===== config.mk =====
export PLATFORM = sky130hd
export DESIGN_NAME = tt_um_warriorjacq9
export DESIGN_NICKNAME = d
export VERILOG_FILES = /design/src/rtl/tt_um_warriorjacq9.sv
export SDC_FILE = /design/constraint.sdc
export NUM_CORES = 1
export LEC_CHECK = 0
export ABC_CLOCK_PERIOD_IN_PS = 4700
export BUFFER_PORTS_ARGS = -buffer_cell sky130_fd_sc_hd__buf_2
export CORE_MARGIN = 5
export CORE_UTILIZATION = 55
export DETAILED_ROUTE_END_ITERATION = 8
export PLACE_DENSITY = 0.84
export SYNTH_ARGS = -nofsm -noshare
export SYNTH_HDL_FRONTEND = slang
export SYNTH_SLANG_ARGS = --single-unit

===== constraint.sdc =====
create_clock -name clk -period 4.7 [get_ports clk]
set_input_delay 0.94 -clock clk [delete_from_list [all_inputs] [get_ports clk]]
set_output_delay 0.94 -clock clk [all_outputs]
set_load 0.02 [all_outputs]

===== src/rtl/tt_um_warriorjacq9.sv =====
// rtl/tt_um_warriorjacq9.sv - tiny 4-bit ADDI/ADD sequencer that fetches operands over a request bus
// Each instruction walks FETCH -> REQA [-> REQN -> REQB] -> EXEC -> DONE and repeats forever.
module tt_um_warriorjacq9 (
  input  logic [7:0] ui_in,
  output logic [7:0] uo_out,
  input  logic [7:0] uio_in,
  output logic [7:0] uio_out,
  output logic [7:0] uio_oe,
  input  logic       ena,
  input  logic       clk,
  input  logic       rst_n
);

  localparam logic [3:0] OP_ADDI = 4'b0001;
  localparam logic [3:0] OP_ADD  = 4'b0010;

  localparam logic [3:0] REQ_IDLE = 4'b0000;
  localparam logic [3:0] REQ_REG  = 4'b0001;
  localparam logic [3:0] REQ_NEXT = 4'b0011;

  typedef enum logic [2:0] {
    FETCH = 3'd0,
    REQA  = 3'd1,
    REQN  = 3'd2,
    REQB  = 3'd3,
    EXEC  = 3'd4,
    DONE  = 3'd5
  } state_t;

  state_t     state;
  state_t     state_next;
  logic [3:0] opcode;
  logic [3:0] field;
  logic [3:0] a;
  logic [3:0] b;
  logic [3:0] idx;
  logic [3:0] result;
  logic       carry;
  logic       done;
  logic [4:0] sum;

  logic unused;
  assign unused = &{1'b0, ena, uio_in[7:4]};

  // ADDI adds the immediate held in the operand field; ADD adds the second fetched register.
  assign sum = {1'b0, a} + {1'b0, (opcode == OP_ADDI) ? field : b};

  always_ff @(posedge clk or negedge rst_n) begin
    if (!rst_n) begin
      state  <= FETCH;
      opcode <= 4'd0;
      field  <= 4'd0;
      a      <= 4'd0;
      b      <= 4'd0;
      idx    <= 4'd0;
      result <= 4'd0;
      carry  <= 1'b0;
    end else begin
      state <= state_next;
      case (state)
        FETCH: begin
          opcode <= ui_in[3:0];
          field  <= ui_in[7:4];
        end
        REQA: a   <= uio_in[3:0];
        REQN: idx <= ui_in[7:4];
        REQB: b   <= uio_in[3:0];
        EXEC: {carry, result} <= sum;
        default: ;
      endcase
    end
  end

  always_comb begin
    state_next = state;
    uo_out     = 8'h00;
    uio_oe     = 8'hFF;
    done       = 1'b0;
    case (state)
      FETCH: begin
        if (ui_in[3:0] == OP_ADDI || ui_in[3:0] == OP_ADD) state_next = REQA;
      end
      REQA: begin
        uo_out     = {(opcode == OP_ADDI) ? 4'd1 : field, REQ_REG};
        uio_oe     = 8'hF0;
        state_next = (opcode == OP_ADDI) ? EXEC : REQN;
      end
      REQN: begin
        uo_out     = {4'd0, REQ_NEXT};
        state_next = REQB;
      end
      REQB: begin
        uo_out     = {idx, REQ_REG};
        uio_oe     = 8'hF0;
        state_next = EXEC;
      end
      EXEC: begin
        uo_out     = {4'd0, REQ_IDLE};
        state_next = DONE;
      end
      DONE: begin
        done       = 1'b1;
        state_next = FETCH;
      end
      default: state_next = FETCH;
    endcase
  end

  assign uio_out = {done, 2'b00, carry, result};

endmodule


======== Word level (Yosys, flattened, before mapping) ========
Index checks and enable logic that the tools add are counted.
cells by class
  add/subtract/negate cells ............... 1
  eq/ne operators ......................... 9
  muxes and demuxes ....................... 8
  reductions and logical operators ........ 3
operator list
  cell                                            number
  case mux 8 bit (3 select lines)                 1
  case mux 3 bit (5 select lines)                 1
  two-way mux 4 bit                               3
  == test 4 x 1 -> 1 bit (second input constant)  2
  == test 3 x 2 -> 1 bit (second input constant)  2
  == test 3 bit (second input constant)           2
  two-way mux 3 bit                               2
  adder 4 x 4 -> 5 bit                            1
  == test 4 x 2 -> 1 bit (second input constant)  1
  == test 3 x 1 -> 1 bit (second input constant)  1
  zero test 3 bit                                 1
  != test 2 bit (second input constant)           1
  OR reduction 2 bit                              1
  logical OR 1 bit                                1
  two-way mux 1 bit                               1
word-level totals
  bits in registers ....................... 28
  bits of input ports ..................... 19
  logic and storage cells ................. 29

======== Longest topological paths before layout ========
  word-level depth ........................ 4
  mapped depth ............................ 9
  gate-level depth less buffers ........... 8

======== Worst setup path after synthesis ========
No wires, ideal clock.
  kind .................................... reg-to-output
  start ................................... register opcode[1]
  end ..................................... output port uo_out[4]
  arrival ................................. 1.403 ns
  required time ........................... 3.760 ns
  setup slack ............................. 2.357 ns
  stages on the path, launching flop included .. 4
  path through ............................ dfrtp_1 -> nor4b_2 -> nor3_1 -> nor3_1
between the ends
  longest elaborated chain between the ends .. 3
ends and longest elaborated chain
  what                             line  source
  start, declared                  32    logic [3:0] opcode;
  start signal, assigned           62    opcode <= ui_in[3:0];
  == test 4 x 1 -> 1 bit           84    uo_out = {(opcode == OP_ADDI) ? 4'd1 : field, REQ_REG};
  two-way mux 4 bit                84
  case mux 8 bit (3 select lines)  79    case (state)
  end, declared                    5     output logic [7:0] uo_out,
Every way passes these cells.

======== Worst setup path after layout ========
  start ................................... register opcode[1]
  end ..................................... output port uo_out[7]
Same word-level chain as after synthesis.

==> out/qor.yml <==
clock_tree:
  cts_sinks: 28
  cts_setup_buffers: 0
  clk_latency_ns: 0.32
  cts_hold_buf: 0
  cts_buffer_depth: 2
  post_cts_resized: 0
  htreeDepth: 1
  cts_root_buffer: "clkbuf_4"
  clk_pin_slew_worst_paths_ns: 0.15
  cts_tree: "done"
  numCtsBuffers: 3
worst_setup_path:
  path_class: "flop to output pin"
  r2r-start: "opcode[1]$_DFFE_PN0N_"
  critPathMaxFanout: 8
  start_kind: "flop"
  worstPathRequired_ns: 3.76
  critical_path.cell_chain: "or4b_1, nand3b_1, a21oi_1, buf_2"
  cp_top_family: "simple AND/OR/NAND/NOR gates"
  arrival_ns: 1.86
  slowest_delay_ns: 0.71
  worst_path_max_delay_cell: "or4b_1"
  setup.worst_path.start: "opcode[1]$_DFFE_PN0N_"
  critPathBufInv: 1
  end_kind: "output pin"
logic_synthesis:
  syn_area_um2: 1490
  yosysWarnings: 0
  synth_area_leaders: "dfrtp_1 (47%), mux2_2 (15%), buf_4 (7.5%)"
  syn-instance-count: 139
  synth_top_area_share_pct: 46.9
  seq_area_frac_synth_pct: 46.9
  synth_seq_cells: 28
  ys_types: 28
  synth_top_area_cell: "dfrtp_1"
  synth_area_per_cell_um2: 10.7
placement:
  dp_cells: 184
  place.gp.congestion: 0.793
  io_buffers: 29
  hpwl_um: 2130
  placed_area_um2: 1560
finish:
  design_area_um2: 1620
  fin_cells: 188
  drive_above_1_share_pct: 34.8
  nNetsFinal: 183
  diodes: 0
  area_delta_synth_final_pct: 8.21
power:
  leakagePower_nw: 0.776
  comb_power_share_pct: 48.7
  pwr-share-seq_pct: 38.6
  peakVddDrop_uv: 427
  clkPwrFrac_pct: 12.8
  power_density_nw_per_um2: 753
  p_int_uw: 725
  switching_share_pct: 40.4
  switching_power_uw: 492
  power_mw: 1.22
route:
  drc: 0
  antenna_left: 0
  routedWlPerCell_um: 14.6
  routed_via_density: 5.35
  wl_um: 2740
  dr.pass1.iters: 6
  first_iter_violations: 30
  num_vias: 1006
sta:
  finClkSkew_ns: 0.00787
  setup_viol: 0
  final_hold_viol_count: 0
  worst_slew_pin_slew_ns: 0.597
  timing.slew.headroom_pct: 60.2
  fmax_mhz: 358
  drv_slew: 0
  period_needed_ns: 2.80
  timing.final.crit_share_pct: 59.5
  rsz0062_at_grt: "false"
  setup_tns_ns: 0
die:
  rows: 18
  fp.dieH_um: 62.1
  core_area_um2: 2540
  die_area_um2: 3860
  io-pin-count: 43
  dieWidth_um: 62.1
  start_util_pct: 58.7
global_route:
  grt_max_degree: 29
  grt-ovfl-total: 0
  grt_pass1_wl_um: 4610
  grt_pass1_vias: 1058
  antenna_found_initial: 0
  grt_use_total_pct: 14.2
min_path:
  hp-start: "result[1]$_DFFE_PN0P_"
  hold_path.class: "flop to flop"
flow_run:
  maxCapViolCount: 0
outcome:
  status: "complete, no violations"
[sequential cells by signal, indices dropped and copies added, names as in the netlist]
signal	count
a	4
b	4
field	4
idx	4
opcode	4
result	4
state	3
carry	1
[cell type report]
cell class	count	area [µm²]
fillers	204	928
flip-flops and latches	28	701
multi-input cells	97	681
repair buffers	29	145
well taps	30	37.5
clock inverters	1	30.0
clock buffers	3	22.5
[final timing paths]
path	endpoint	slack [ns]	cells past startpoint
hold / removal	result[1]$_DFFE_PN0P_	0.49	2
setup reg to reg	carry$_DFFE_PN0P_	2.23	8
min in group asynchronous	idx[2]$_DFFE_PN0P_	0.60	1
max in group asynchronous	result[0]$_DFFE_PN0P_	3.71	1
setup / recovery	uo_out[7]	1.90	4
hold reg to reg	result[1]$_DFFE_PN0P_	0.49	2
[cells by family (layout without fill, tap and decap cells)]
family	Yosys count	after routing	synth area share (%)
buf+inv	20	33	9.05
other cells	2	8	0.503
xor+xnor	2	2	1.17
fa+ha+maj	5	5	4.69
simple gates	49	49	17.6
mux	20	20	15.1
compound gates	13	13	5.02
flops	28	28	46.9
[Yosys cell counts (all sizes together)]
| cell | n |
|---|---|
| a211o | 1 |
| a21o | 1 |
| a21oi | 7 |
| and3b | 1 |
| buf | 18 |
| clkbuf | 2 |
| conb | 2 |
| dfrtp | 28 |
| fa | 1 |
| ha | 4 |
| mux2 | 20 |
| nand2 | 24 |
| nand2b | 2 |
| nand3 | 2 |
| nand3b | 5 |
| nand4 | 1 |
| nor2 | 5 |
| nor2b | 1 |
| nor3 | 4 |
| nor3b | 1 |
| nor4b | 1 |
| o21ai | 3 |
| o31a | 1 |
| or3b | 1 |
| or4b | 1 |
| xnor2 | 2 |
[cells in the final DEF (no fill, tap or decap), types with 3 or more instances in the layout]
cell and instances:
a21oi_1 7, buf_2 29, clkbuf_4 3, conb_1 8
dfrtp_1 28, ha_1 4, mux2_2 20, nand2_1 24
nand3b_1 5, nor2_1 5, nor3_1 3, o21ai_0 3
[worst register-to-register path, cell delays in order, from the launching register on]
cell     delay, ns
dfrtp_1       0.43
or4b_1        0.71
nand2_1       0.14
nand2_1       0.06
ha_1          0.21
fa_1          0.42
a21o_1        0.18
a21oi_1       0.14
o21ai_0       0.08
[power groups by stage]
stage	clock network [mW]	registers [mW]	logic (mW)
6_report	0.155	0.469	0.593
5_1_grt	0.169	0.487	0.659
4_1_cts	0.160	0.470	0.600
3_5_place_dp	0	0.476	0.595
3_3_place_gp	0	0.463	0.569
2_1_floorplan	0	0.437	0.510
[through the flow]
step                      hold WS (ns)  worst slack [ns]  util [%]
after global placement           0.457              2.28      61.5
after floorplan                  0.451              2.36         -
after CTS                        0.495              1.90      63.5
final                            0.486              1.90      63.5
after detailed placement         0.461              2.28      61.5
after global routing             0.514              1.77      63.5
[routing by layer]
layer | vias up | share of wire (%) | GRT usage, %
li1 | 491 | - | -
met1 | 488 | 41 | 16.7
met2 | 25 | 54 | 25.5
met3 | 2 | 4.8 | 2.52
met4 | 0 | 0.77 | 4.88
met5 | - | 0 | 0
Note: power is estimated with default switching activity, not from simulation.
